$ cat config.mk
export PLATFORM = sky130hd
export DESIGN_NAME = pipe_hazard_ctrl
export DESIGN_NICKNAME = d
export VERILOG_FILES = /design/src/rtl/pipe_hazard_ctrl_pkg.sv /design/src/rtl/pipe_hazard_ctrl_hazard_detect.sv /design/src/rtl/pipe_hazard_ctrl.sv
export SDC_FILE = /design/constraint.sdc
export NUM_CORES = 1
export LEC_CHECK = 0
export BUFFER_PORTS_ARGS = -buffer_cell sky130_fd_sc_hd__buf_2
export CAP_MARGIN = 40
export CELL_PAD_IN_SITES_DETAIL_PLACEMENT = 2
export CELL_PAD_IN_SITES_GLOBAL_PLACEMENT = 2
export CORE_ASPECT_RATIO = 1.5
export CORE_MARGIN = 3
export CORE_UTILIZATION = 30
export DETAILED_ROUTE_END_ITERATION = 16
export PLACE_DENSITY = 0.9
export SYNTH_ARGS = -nofsm -noshare
export SYNTH_HDL_FRONTEND = slang
export SYNTH_HIERARCHICAL = 1
export SYNTH_SLANG_ARGS = --single-unit
$ cat constraint.sdc
create_clock -name clk -period 4.5 [get_ports clk]
set_input_delay 0.9 -clock clk [delete_from_list [all_inputs] [get_ports clk]]
set_output_delay 0.9 -clock clk [all_outputs]
set_load 0.005 [all_outputs]
$ cat src/rtl/pipe_hazard_ctrl_pkg.sv
// ============================================================================
//  Module   : pipe_pkg
//  Purpose  : Shared state encodings and constants for the pipeline hazard
//             controller.
//  Revision : 1.0 - initial release
// ============================================================================
`default_nettype none

package pipe_pkg;

    // Width of a GPR index (8 registers, r0 reads as zero)
    localparam int PIPE_REG_W = 3;

    localparam logic [15:0] NOP_INSN = 16'h0000;

    typedef enum logic [1:0] {
        ST_RUN   = 2'd0,
        ST_DMISS = 2'd1,
        ST_IMISS = 2'd2,
        ST_MUL   = 2'd3
    } state_t;

endpackage

`default_nettype wire

$ cat src/rtl/pipe_hazard_ctrl_hazard_detect.sv
// ============================================================================
//  Module   : hazard_detect
//  Purpose  : Combinational load-use compare between EX destination and ID
//             source registers.
//  Revision : 1.0 - initial release
// ============================================================================
`default_nettype none

module hazard_detect
    import pipe_pkg::*;
#(
    parameter int REG_W = PIPE_REG_W
) (
    input  logic             ex_valid,
    input  logic             ex_is_load,
    input  logic [REG_W-1:0] ex_rd,
    input  logic [REG_W-1:0] id_rs1,
    input  logic [REG_W-1:0] id_rs2,
    input  logic             id_use_rs1,
    input  logic             id_use_rs2,
    output logic             load_use
);

    logic rs1_match;
    logic rs2_match;

    assign rs1_match = id_use_rs1 && (id_rs1 == ex_rd);
    assign rs2_match = id_use_rs2 && (id_rs2 == ex_rd);

    // r0 is hardwired zero, so a load targeting it never creates a dependency
    assign load_use  = ex_valid && ex_is_load && (ex_rd != '0) && (rs1_match || rs2_match);

endmodule

`default_nettype wire

$ cat src/rtl/pipe_hazard_ctrl.sv
// ============================================================================
//  Module   : pipe_hazard_ctrl
//  Purpose  : Stall/flush scheduler for the five-stage pipeline with a
//             saturating stall-cycle statistics counter.
//  Revision : 1.0 - initial release
// ============================================================================
`default_nettype none

module pipe_hazard_ctrl
    import pipe_pkg::*;
#(
    parameter int REG_W   = PIPE_REG_W,
    parameter int MUL_LAT = 4,
    parameter int CNT_W   = 16
) (
    input  logic             clk,
    input  logic             rst_n,
    input  logic [REG_W-1:0] id_rs1,
    input  logic [REG_W-1:0] id_rs2,
    input  logic             id_use_rs1,
    input  logic             id_use_rs2,
    input  logic             ex_valid,
    input  logic [REG_W-1:0] ex_rd,
    input  logic             ex_is_load,
    input  logic             ex_is_mul,
    input  logic             branch_taken,
    input  logic             ic_miss,
    input  logic             ic_ready,
    input  logic             dc_miss,
    input  logic             dc_ready,
    input  logic             stat_clr,
    output logic             pc_we,
    output logic             if_id_hold,
    output logic             if_id_flush,
    output logic             id_ex_hold,
    output logic             id_ex_flush,
    output logic             ex_mem_hold,
    output logic             mem_wb_flush,
    output logic [1:0]       state,
    output logic [CNT_W-1:0] stall_cnt
);

    localparam int MC_W = (MUL_LAT > 2) ? $clog2(MUL_LAT) : 1;

    state_t          state_q;
    state_t          state_d;
    logic [MC_W-1:0] mul_cnt;
    logic            mul_load;
    logic            mul_dec;
    logic            load_use;
    logic            if_id_flush_raw;
    logic            id_ex_flush_raw;

    hazard_detect #(
        .REG_W (REG_W)
    ) u_hazard_detect (
        .ex_valid   (ex_valid),
        .ex_is_load (ex_is_load),
        .ex_rd      (ex_rd),
        .id_rs1     (id_rs1),
        .id_rs2     (id_rs2),
        .id_use_rs1 (id_use_rs1),
        .id_use_rs2 (id_use_rs2),
        .load_use   (load_use)
    );

    always_ff @(posedge clk or negedge rst_n) begin
        if (!rst_n) begin
            state_q <= ST_RUN;
            mul_cnt <= '0;
        end else begin
            state_q <= state_d;
            if (mul_load) begin
                mul_cnt <= MC_W'(MUL_LAT - 2);
            end else if (mul_dec) begin
                mul_cnt <= mul_cnt - 1'b1;
            end
        end
    end

    always_comb begin
        state_d         = state_q;
        pc_we           = 1'b1;
        if_id_hold      = 1'b0;
        if_id_flush_raw = 1'b0;
        id_ex_hold      = 1'b0;
        id_ex_flush_raw = 1'b0;
        ex_mem_hold     = 1'b0;
        mem_wb_flush    = 1'b0;
        mul_load        = 1'b0;
        mul_dec         = 1'b0;

        case (state_q)
            ST_RUN: begin
                if (dc_miss || ex_is_mul) begin
                    pc_we        = 1'b0;
                    if_id_hold   = 1'b1;
                    id_ex_hold   = 1'b1;
                    ex_mem_hold  = 1'b1;
                    mem_wb_flush = 1'b1;
                    if (dc_miss) begin
                        state_d = ST_DMISS;
                    end else begin
                        mul_load = 1'b1;
                        state_d  = ST_MUL;
                    end
                end else if (branch_taken) begin
                    if_id_flush_raw = 1'b1;
                    id_ex_flush_raw = 1'b1;
                end else if (load_use) begin
                    pc_we           = 1'b0;
                    if_id_hold      = 1'b1;
                    id_ex_flush_raw = 1'b1;
                end else if (ic_miss) begin
                    pc_we           = 1'b0;
                    if_id_flush_raw = 1'b1;
                    state_d         = ST_IMISS;
                end
            end

            ST_DMISS: begin
                pc_we        = 1'b0;
                if_id_hold   = 1'b1;
                id_ex_hold   = 1'b1;
                ex_mem_hold  = 1'b1;
                // Let the refilled load write MEM/WB on the release cycle
                mem_wb_flush = !dc_ready;
                if (dc_ready) begin
                    state_d = ST_RUN;
                end
            end

            ST_MUL: begin
                if (dc_miss || (mul_cnt != '0)) begin
                    pc_we        = 1'b0;
                    if_id_hold   = 1'b1;
                    id_ex_hold   = 1'b1;
                    ex_mem_hold  = 1'b1;
                    mem_wb_flush = 1'b1;
                    if (dc_miss) begin
                        state_d = ST_DMISS;
                    end else begin
                        mul_dec = 1'b1;
                    end
                end else begin
                    state_d = ST_RUN;
                end
            end

            ST_IMISS: begin
                if (dc_miss) begin
                    pc_we        = 1'b0;
                    if_id_hold   = 1'b1;
                    id_ex_hold   = 1'b1;
                    ex_mem_hold  = 1'b1;
                    mem_wb_flush = 1'b1;
                    state_d      = ST_DMISS;
                end else if (branch_taken) begin
                    if_id_flush_raw = 1'b1;
                    id_ex_flush_raw = 1'b1;
                    state_d         = ST_RUN;
                end else if (ic_ready) begin
                    state_d = ST_RUN;
                end else begin
                    pc_we           = 1'b0;
                    if_id_flush_raw = 1'b1;
                end
            end

            default: state_d = ST_RUN;
        endcase
    end

    assign if_id_flush = if_id_flush_raw && !if_id_hold;
    assign id_ex_flush = id_ex_flush_raw && !id_ex_hold;
    assign state       = state_q;

    always_ff @(posedge clk or negedge rst_n) begin
        if (!rst_n) begin
            stall_cnt <= '0;
        end else if (stat_clr) begin
            stall_cnt <= '0;
        end else if (!pc_we && (stall_cnt != {CNT_W{1'b1}})) begin
            stall_cnt <= stall_cnt + 1'b1;
        end
    end

endmodule

`default_nettype wire

==> results of run 1 <==
[metrics by stage]
step                hold WS (ns)  instance area (um2)
global placement          0.5492                 1563
finish                    0.5602                 1618
global route              0.6052                 1618
CTS                       0.5668                 1618
floorplan                 0.5237                 1329
detailed placement        0.5545                 1563
[routing by layer]
metal / part of all wire [%] / global-route usage (%) / up-vias
li1: - / - / 639
met1: 38 / 18.85 / 655
met2: 55 / 30.31 / 47
met3: 5.2 / 2.522 / 5
met4: 1.5 / 5.847 / 0
met5: 0 / 0 / -
[area by class of cell]
type / count / share of cell area [%]
Clock buffer: 4 / 3.403
Sequential cell: 20 / 30.94
Timing Repair Buffer: 46 / 14.23
Multi-Input combinational cell: 112 / 46.48
Inverter: 6 / 1.392
Tap cell: 46 / 3.558
[kinds of logic after synthesis]
family          Yosys count
fa+ha+maj                 2
flops                    20
mux                       2
buf+inv                  15
xor+xnor                  8
simple gates             55
compound gates           45
[worst reg2reg max path, cell delays in order (launching register included)]
cell and delay, ns:
dfrtp_1 0.37, inv_1 0.07, ha_1 0.19, nand2b_1 0.29
a32oi_4 0.35, nor2_1 0.13, nor4b_2 0.34, mux2_2 0.37
[power breakdown]
part / total, mW / internal (mW) / switching (mW)
logic: 0.152 / 0.0632 / 0.0891
clock network: 0.138 / 0.0780 / 0.0601
registers: 0.226 / 0.196 / 0.0299
total: 0.516 / 0.337 / 0.179
[cells in the final DEF (no fill, tap or decap), types with 2 or more instances in the layout]
master,synthesis,routed
or3_1,7,7
and4_1,3,3
xnor2_1,6,6
ha_1,2,2
o21ai_1,7,7
nand4_1,5,5
and3_1,2,2
xor2_1,2,2
dfrtp_1,20,20
buf_2,1,46
a21oi_1,16,16
nor4_1,3,3
inv_1,6,6
o31ai_1,3,3
o31a_1,2,2
clkbuf_8,0,4
o21ba_1,2,2
nand3_1,5,5
nand2_1,8,8
nor3_1,2,2
nor2_1,12,12
a31oi_1,4,4
or4_1,3,3
[path summary, 6_finish.rpt]
check                      slack [ns]        from             to
max                              1.33    ex_rd[2]          pc_we
max in group asynchronous        3.60       rst_n   stall_cnt[3]
min                              0.56  mul_cnt[1]     mul_cnt[1]
min in group asynchronous        0.58       rst_n  stall_cnt[12]
max reg2reg                      2.29  mul_cnt[0]  stall_cnt[15]
min reg2reg                      0.56  mul_cnt[1]     mul_cnt[1]
[sequential cells by signal (all words and copies together), names as in the netlist]
name,count
mul_cnt,2
stall_cnt,16
state,2
==> key figures, run 1 <==
Outcome
  • Outcome: finished clean

STA
  • Final worst slack: 1.332 ns
  • Worst Skew: 0.004384 ns
  • Max frequency: 315.6 MHz
  • Slew @ Worst Pin: 0.6267 ns
  • Rel. slew slack: 58.06%
  • Final number of setup-violating endpoints: 0
  • Max-slew violation count: 0
  • Final hold violation count: 0
  • TNS Setup: 0 ns
  • RSZ-0062 raised after global routing: false
  • Min Tclk post-route: 3.168 ns
  • Tcrit/Tclk final: 70.41%

Die
  • Die height: 87.51 um
  • Core area: 4245 um2
  • Io pins: 47
  • Die area: 5280 um2
  • Initial Util: 31.30%
  • Row cnt: 29
  • Die W: 60.34 um

Yosys
  • Synth unique cells: 44
  • Sequential area share after synthesis: 37.66%
  • Post-synth top flop: dfrtp_1
  • Largest family of logic cells by synthesized area: compound AO/OA/AOI/OAI gates
  • Commonest cells in the netlist: dfrtp_1 (20), a21oi_1 (16), nor2_1 (12), nand2_1 (8)
  • Compound-Gate Fraction of Synth Area: 24.01%
  • Cell count after synthesis: 147
  • Most numerous cell in the Yosys netlist: dfrtp_1
  • Cell accounting for the most synthesized area: dfrtp_1
  • Synth async-reset ratio: 100.0%
  • Mapped Area: 1329 um2
  • Area contributors post-synth: dfrtp_1 (38%), a21oi_1 (6.0%), xnor2_1 (4.0%)
  • Synth Net Count: 171
  • Synth Warn #: 6
  • Number of synthesized flops with an enable pin: 0
  • Mux cell area share after synthesis: 1.601%
  • Syn Area/Cell: 9.039 um2
  • Adder-Cell Fraction of Synth Area: 1.883%
  • #FFs+latches synth: 20
  • Synth Area in Simple Gates: 23.82%
  • Synth top area share: 37.66%
  • Post-synthesis xor/xnor area fraction: 5.273%

Clock tree
  • CTS Buf Count: 3
  • Post-CTS Setup Bufs: 0
  • Cts hold-fix bufs: 0
  • Clock latency on the worst-skew pair: 0.26 ns
  • TritonCTS clock tree: done
  • H-Tree Depth: 1
  • Root Buffer Master: clkbuf_8
  • Max clock buf depth: 2
  • Clk slew on worst S/H paths: 0.07 ns
  • # clock sinks: 20
  • Post_cts resized: 0

Critical path
  • Setup crit start kind: primary input
  • Data required time of the worst path: 3.60 ns
  • Critical Path Sink Type: output pin
  • Worst path slowest cell: o311ai_0
  • CP delay by family, top: compound AO/OA/AOI/OAI gates
  • CP Max Fanout: 3
  • Critical Path, Cell by Cell: buf_2 -> o311ai_0 -> a21oi_1 -> o21bai_1 -> a32oi_4 -> nor2_1 -> buf_2
  • CP Data Arrival Time: 2.27 ns
  • CP Buf/Inv Count: 2
  • CP peak stage delay: 0.36 ns
  • CP Depth: 7
  • Crit Path Category: primary input to output pin
  • Crit-path most repeated cell: buf_2
  • R2R cell count: 7

Finish
  • Final core utilization: 38.11%
  • Multi-input logic area: 752.0 um2
  • Sequential cell area: 500.5 um2
  • NumNets Final: 213
  • Antenna cell count: 0
  • Fill count: 510
  • Synthesis-to-finish area growth: 21.75%
  • Share of cells above drive strength 1: 29.79%
  • Final non-filler cell total: 234

Routing
  • Average routed wire per standard cell: 16.62 um
  • Antenna-violating nets left: 0
  • Detailed-route via count: 1346
  • Post-Route WL: 3.890 mm
  • # DRC: 0
  • Starting DRT DRC Count: 41
  • Drt via density: 5.752
  • First-pass DRT Iterations: 4

Pwr
  • P_leak: 0.7388 nW
  • Max rail drop VDD: 162.0 uV
  • PnR Total Power: 0.5163 mW
  • Power Density: 319.1 nW/um2

Place
  • Post-detail-place hpwl: 3.024 mm
  • Gpl congestion: 0.7048
  • Place WS: 1.275 ns
  • # placed instances: 230
  • # port buffers: 46

Flow run
  • MaxCap Viol Count: 0

GRT
  • Global-route wire length before repair: 6.824 mm
  • Initial antenna violation count: 0
  • Vias in the first global route: 1488
  • Largest net degree at the start of global routing: 27
  • Total gr overflow: 0
  • Overall Global Routing Usage: 16.59%

Worst hold path
  • Hold depth: 2
  • HP Class: flip-flop to flip-flop
Power figures use the tool's default switching activity.
==> inputs of run 2 (changes only) <==
- ABC_AREA: default -> 1
- CORE_UTILIZATION: 30 -> 24
- PLACE_DENSITY: 0.9 -> 0.83
- clock period: 4.5 -> 2.75 ns (I/O delays scaled with it)
==> key figures, run 2 <==
Routing
  • Detailed-route via count: 1713
  • First-pass DRT Iterations: 4
  • Post-Route WL: 5.107 mm
  • Drt via density: 4.732
  • Average routed wire per standard cell: 14.11 um
  • Starting DRT DRC Count: 52
  • Antenna-violating nets left: 0
  • # DRC: 0

GRT
  • Vias in the first global route: 1911
  • Largest net degree at the start of global routing: 21
  • Global-route wire length before repair: 8.790 mm
  • Total gr overflow: 0
  • Overall Global Routing Usage: 14.39%
  • Initial antenna violation count: 0

Yosys
  • #FFs+latches synth: 20
  • Cell accounting for the most synthesized area: dfrtp_1
  • Synth top area share: 32.26%
  • Post-synth top flop: dfrtp_1
  • Synth Net Count: 267
  • Number of synthesized flops with an enable pin: 0
  • Cell count after synthesis: 243
  • Syn Area/Cell: 6.385 um2
  • Synth unique cells: 27
  • Synth Warn #: 6
  • Sequential area share after synthesis: 32.26%
  • Area contributors post-synth: dfrtp_1 (32%), nand2_1 (22%), nor2_1 (7.3%)
  • Most numerous cell in the Yosys netlist: nand2_1
  • Commonest cells in the netlist: nand2_1 (90), nor2_1 (30), inv_1 (28), dfrtp_1 (20), nand3_1 (19)
  • Synth async-reset ratio: 100.0%
  • Mapped Area: 1551 um2

STA
  • Slew @ Worst Pin: 0.5259 ns
  • Tcrit/Tclk final: 82.04%
  • RSZ-0062 raised after global routing: false
  • Max frequency: 443.2 MHz
  • Worst hold margin: 0.2398 ns
  • Worst Skew: 0.004290 ns
  • Final hold violation count: 0
  • TNS Setup: 0 ns
  • Rel. slew slack: 64.90%
  • Min Tclk post-route: 2.256 ns
  • Final number of setup-violating endpoints: 0
  • Max-slew violation count: 0

Pwr
  • Power Density: 511.1 nW/um2
  • Max rail drop VDD: 240.6 uV
  • PnR Total Power: 0.9638 mW
  • Psw: 0.3881 mW
  • Sw frac: 40.27%
  • Sequential power share: 39.4%
  • Clock power frac: 20.7%
  • P_leak: 1.040 nW
  • Cell-internal power: 0.5756 mW
  • Comb pwr share: 39.9%

Critical path
  • FF-to-FF Start: stall_cnt[1]
  • Worst reg2reg endpoint: stall_cnt[11]
  • R2r setup slk: 1.00 ns
  • Crit Path Category: flip-flop to output pin
  • Data required time of the worst path: 2.20 ns
  • CP Data Arrival Time: 1.71 ns
  • Critical Path Sink Type: output pin
  • CP startpoint: mul_cnt[0]
  • R2R cell count: 9
  • Setup crit start kind: flip-flop
  • CP Max Fanout: 4

Outcome
  • Outcome: finished clean

Place
  • Post-detail-place hpwl: 4.122 mm
  • # placed instances: 359
  • Gpl congestion: 0.7899
  • # port buffers: 46

Die
  • Row cnt: 35
  • Core area: 6218 um2
  • Die W: 71.65 um
  • Die area: 7485 um2
  • Die height: 104.5 um
  • Io pins: 47
  • Initial Util: 24.95%

Finish
  • Register with the most flip-flops: stall_cnt
  • Final core utilization: 30.32%
  • Fill count: 804
  • Final non-filler cell total: 362
  • Synthesis-to-finish area growth: 21.53%
  • Most frequent cells in the layout: nand2_1 (90), buf_2 (46), nor2_1 (30)
  • NumNets Final: 314
  • Sequential cell area: 500.5 um2
  • Antenna cell count: 0
  • Most common cell after layout, fill and taps aside: nand2_1
  • Share of cells above drive strength 1: 22.22%
  • Largest register FFs: 16
  • Multi-input logic area: 900.9 um2

Flow run
  • MaxCap Viol Count: 0

Clock tree
  • Root Buffer Master: clkbuf_8
  • H-Tree Depth: 1
  • Post_cts resized: 0
  • Max clock buf depth: 2
  • Clock latency on the worst-skew pair: 0.26 ns
  • # clock sinks: 20
  • TritonCTS clock tree: done
  • Cts hold-fix bufs: 0
  • Clk slew on worst S/H paths: 0.08 ns
  • CTS Buf Count: 3
  • Post-CTS Setup Bufs: 0

Worst hold path
  • HP Class: primary input to asynchronous set/reset pin
==> run 2: cell type report <==
type	instances	area share [%]
clock buffer	3	2.190
tap	74	4.910
sequential	20	26.54
timing repair buffer	46	12.21
multi-input combinational	187	47.78
inverter	32	6.370
==> run 2: power by group through the flow <==
stage / clock network, mW / registers [mW] / logic, mW
finish: 0.200 / 0.379 / 0.385
global route: 0.220 / 0.389 / 0.443
CTS: 0.208 / 0.380 / 0.399
detailed placement: 0 / 0.385 / 0.397
global placement: 0 / 0.383 / 0.384
floorplan: 0 / 0.375 / 0.248
==> run 2: cells by family (layout without fill, tap and decap cells) <==
kind of cell | count (synthesis) | after routing | synth area share [%]
AOI/OAI and AO/OA | 18 | 18 | 6.937
adders and majority gates | 2 | 2 | 1.613
and+or+nand+nor | 163 | 163 | 47.26
DFF | 20 | 20 | 32.26
xor gates and xnor gates | 4 | 4 | 2.258
buffers and inverters | 36 | 81 | 9.677
==> run 2: worst max-delay path by stage <==
stage	to	slack, ns	cells past startpoint
2_1_floorplan	if_id_hold	0.81	8
3_3_place_gp	if_id_hold	0.49	9
3_5_place_dp	if_id_hold	0.47	10
4_1_cts	if_id_hold	0.45	8
5_1_grt	if_id_hold	0.30	10
6_report	if_id_hold	0.49	8
==> run 2: metrics by stage <==
step           cell area, um2  setup WS, ns
6_report                 1886        0.4938
2_1_floorplan            1551        0.8067
5_1_grt                  1886        0.2980
4_1_cts                  1886        0.4515
3_3_place_gp             1844        0.4889
3_5_place_dp             1844        0.4742
==> run 2: critical path, cell delays in order (launching register included) <==
cell and delay, ns:
dfrtp_1 0.37, inv_1 0.09, ha_1 0.15, inv_1 0.05
nand2_1 0.08, nand2_1 0.06, a21oi_1 0.29, o311ai_0 0.19
buf_2 0.16
==> run 2: metal layers <==
metal / track usage, % / share of wire, % / vias to the layer above
li1: - / - / 853
met3: 1.838 / 3.7 / 4
met2: 28.42 / 57 / 37
met4: 3.763 / 0.90 / 0
met1: 15.29 / 39 / 819
met5: 0 / 0 / -
==> inputs of run 3 (changes only) <==
- ABC_AREA: 1 -> 0
- CORE_UTILIZATION: 24 -> 25
- PLACE_DENSITY: 0.83 -> 0.81
- clock period: 2.75 -> 1.98 ns (I/O delays scaled with it)
==> key figures, run 3 (synthesized netlist as in run 1, its figures left out) <==
Outcome
  • Outcome: complete, but fails checks
  • Failing checks: negative setup slack

Worst hold path
  • HP Class: primary input to asynchronous set/reset pin

Critical path
  • Critical Path Sink Type: output pin
  • Setup crit start kind: primary input
  • Crit Path Category: primary input to output pin
  • Data required time of the worst path: 1.58 ns
  • CP Max Fanout: 4
  • CP startpoint: ex_rd[2]
  • FF-to-FF Start: state[0]
  • CP Data Arrival Time: 1.70 ns

GRT
  • Global-route wire length before repair: 7.748 mm
  • Initial antenna violation count: 0
  • Overall Global Routing Usage: 15.76%
  • Total gr overflow: 0
  • Vias in the first global route: 1585
  • Largest net degree at the start of global routing: 24

STA
  • TNS Setup: -0.9162 ns
  • Final number of setup-violating endpoints: 16
  • Final worst slack: -0.1190 ns
  • Worst Skew: 0.001812 ns
  • Min Tclk post-route: 2.099 ns
  • Tcrit/Tclk final: 106.0%
  • Max-slew violation count: 0
  • Slew @ Worst Pin: 0.5068 ns
  • RSZ-0062 raised after global routing: true
  • Max frequency: 476.4 MHz
  • Final hold violation count: 0
  • Rel. slew slack: 66.21%

Finish
  • Register with the most flip-flops: stall_cnt
  • Final core utilization: 41.71%
  • Most frequent cells in the layout: buf_2 (41), buf_4 (26), dfrtp_1 (20)
  • Antenna cell count: 0
  • Sequential cell area: 500.5 um2
  • NumNets Final: 244
  • Synthesis-to-finish area growth: 55.84%
  • Fill count: 565
  • Share of cells above drive strength 1: 50.46%
  • Largest register FFs: 16
  • Most common cell after layout, fill and taps aside: buf_2
  • Multi-input logic area: 910.9 um2

Clock tree
  • Clk slew on worst S/H paths: 0.08 ns
  • CTS Buf Count: 3
  • H-Tree Depth: 1
  • Cts hold-fix bufs: 0
  • TritonCTS clock tree: done
  • Max clock buf depth: 2
  • # clock sinks: 20
  • Clock latency on the worst-skew pair: 0.26 ns
  • Root Buffer Master: clkbuf_8

Routing
  • First-pass DRT Iterations: 4
  • Detailed-route via count: 1495
  • # DRC: 0
  • Post-Route WL: 5.000 mm
  • Starting DRT DRC Count: 49
  • Drt via density: 5.264
  • Average routed wire per standard cell: 17.61 um
  • Antenna-violating nets left: 0

Die
  • Die height: 95.29 um
  • Io pins: 47
  • Die area: 6244 um2
  • Core area: 4965 um2
  • Initial Util: 26.76%
  • Die W: 65.53 um
  • Row cnt: 31

Place
  • Post-detail-place hpwl: 3.371 mm
  • # port buffers: 46
  • Gpl congestion: 0.7230

Pwr
  • Power Density: 718.7 nW/um2
  • P_leak: 0.9462 nW
  • Max rail drop VDD: 253.9 uV

Flow run
  • MaxCap Viol Count: 0
run 3: area by class of cell:
class,count,area share (%)
multi-input cells,113,43.99
repair buffers,76,24.59
flip-flops and latches,20,24.17
well taps,66,3.988
clock buffers,3,1.994
inverters,6,1.269
run 3: worst paths after layout:
kind / to / slack [ns] / depth (start not counted)
min in group clk: state[0] / 0.37 / 2
worst max register to register: stall_cnt[13] / -0.05 / 6
max in group asynchronous: stall_cnt[11] / 1.54 / 1
worst min-delay path: stall_cnt[6] / 0.09 / 1
worst min register to register: stall_cnt[13] / 0.58 / 2
worst max-delay path: pc_we / -0.12 / 9
run 3: stage by stage:
step                area, um2  cells  hold slack [ns]  setup slack [ns]  power [mW]
global route             2071    284           0.1294           -0.1817       1.586
detailed placement       1725    268           0.3938           -0.3655      0.9697
CTS                      1968    278           0.1027           -0.1007       1.407
floorplan                1334    147           0.1004          -0.01426      0.7574
finish                   2071    284          0.09290           -0.1190       1.488
global placement         1725    268           0.3902           -0.3326      0.9482
run 3: routing by layer:
metal	track usage (%)	wire (um)
met5	0	0
met4	4.671	43
met3	2.123	220
met2	30.26	2872
met1	17.62	1864
run 3: critical path, cell delays in order:
cell and delay, ns:
buf_4 0.13, xnor2_2 0.11, nand4_1 0.13, a21oi_2 0.26
o21bai_2 0.11, a32oi_4 0.25, nor2_4 0.08, buf_6 0.12
buf_6 0.10
run 3: power by group:
part           total, mW  switching (mW)  internal [mW]  leakage, nW
Combinational      0.726           0.361          0.365        0.655
Sequential         0.482          0.0357          0.446        0.269
Clock              0.280           0.144          0.136       0.0216
run 3: repair_timing:
item,4_1_cts,5_1_grt
endpoints found under the setup margin,20,22
buffers inserted,7,5
gates resized for setup,34,11
pin swaps,19,7
cloned,0,1
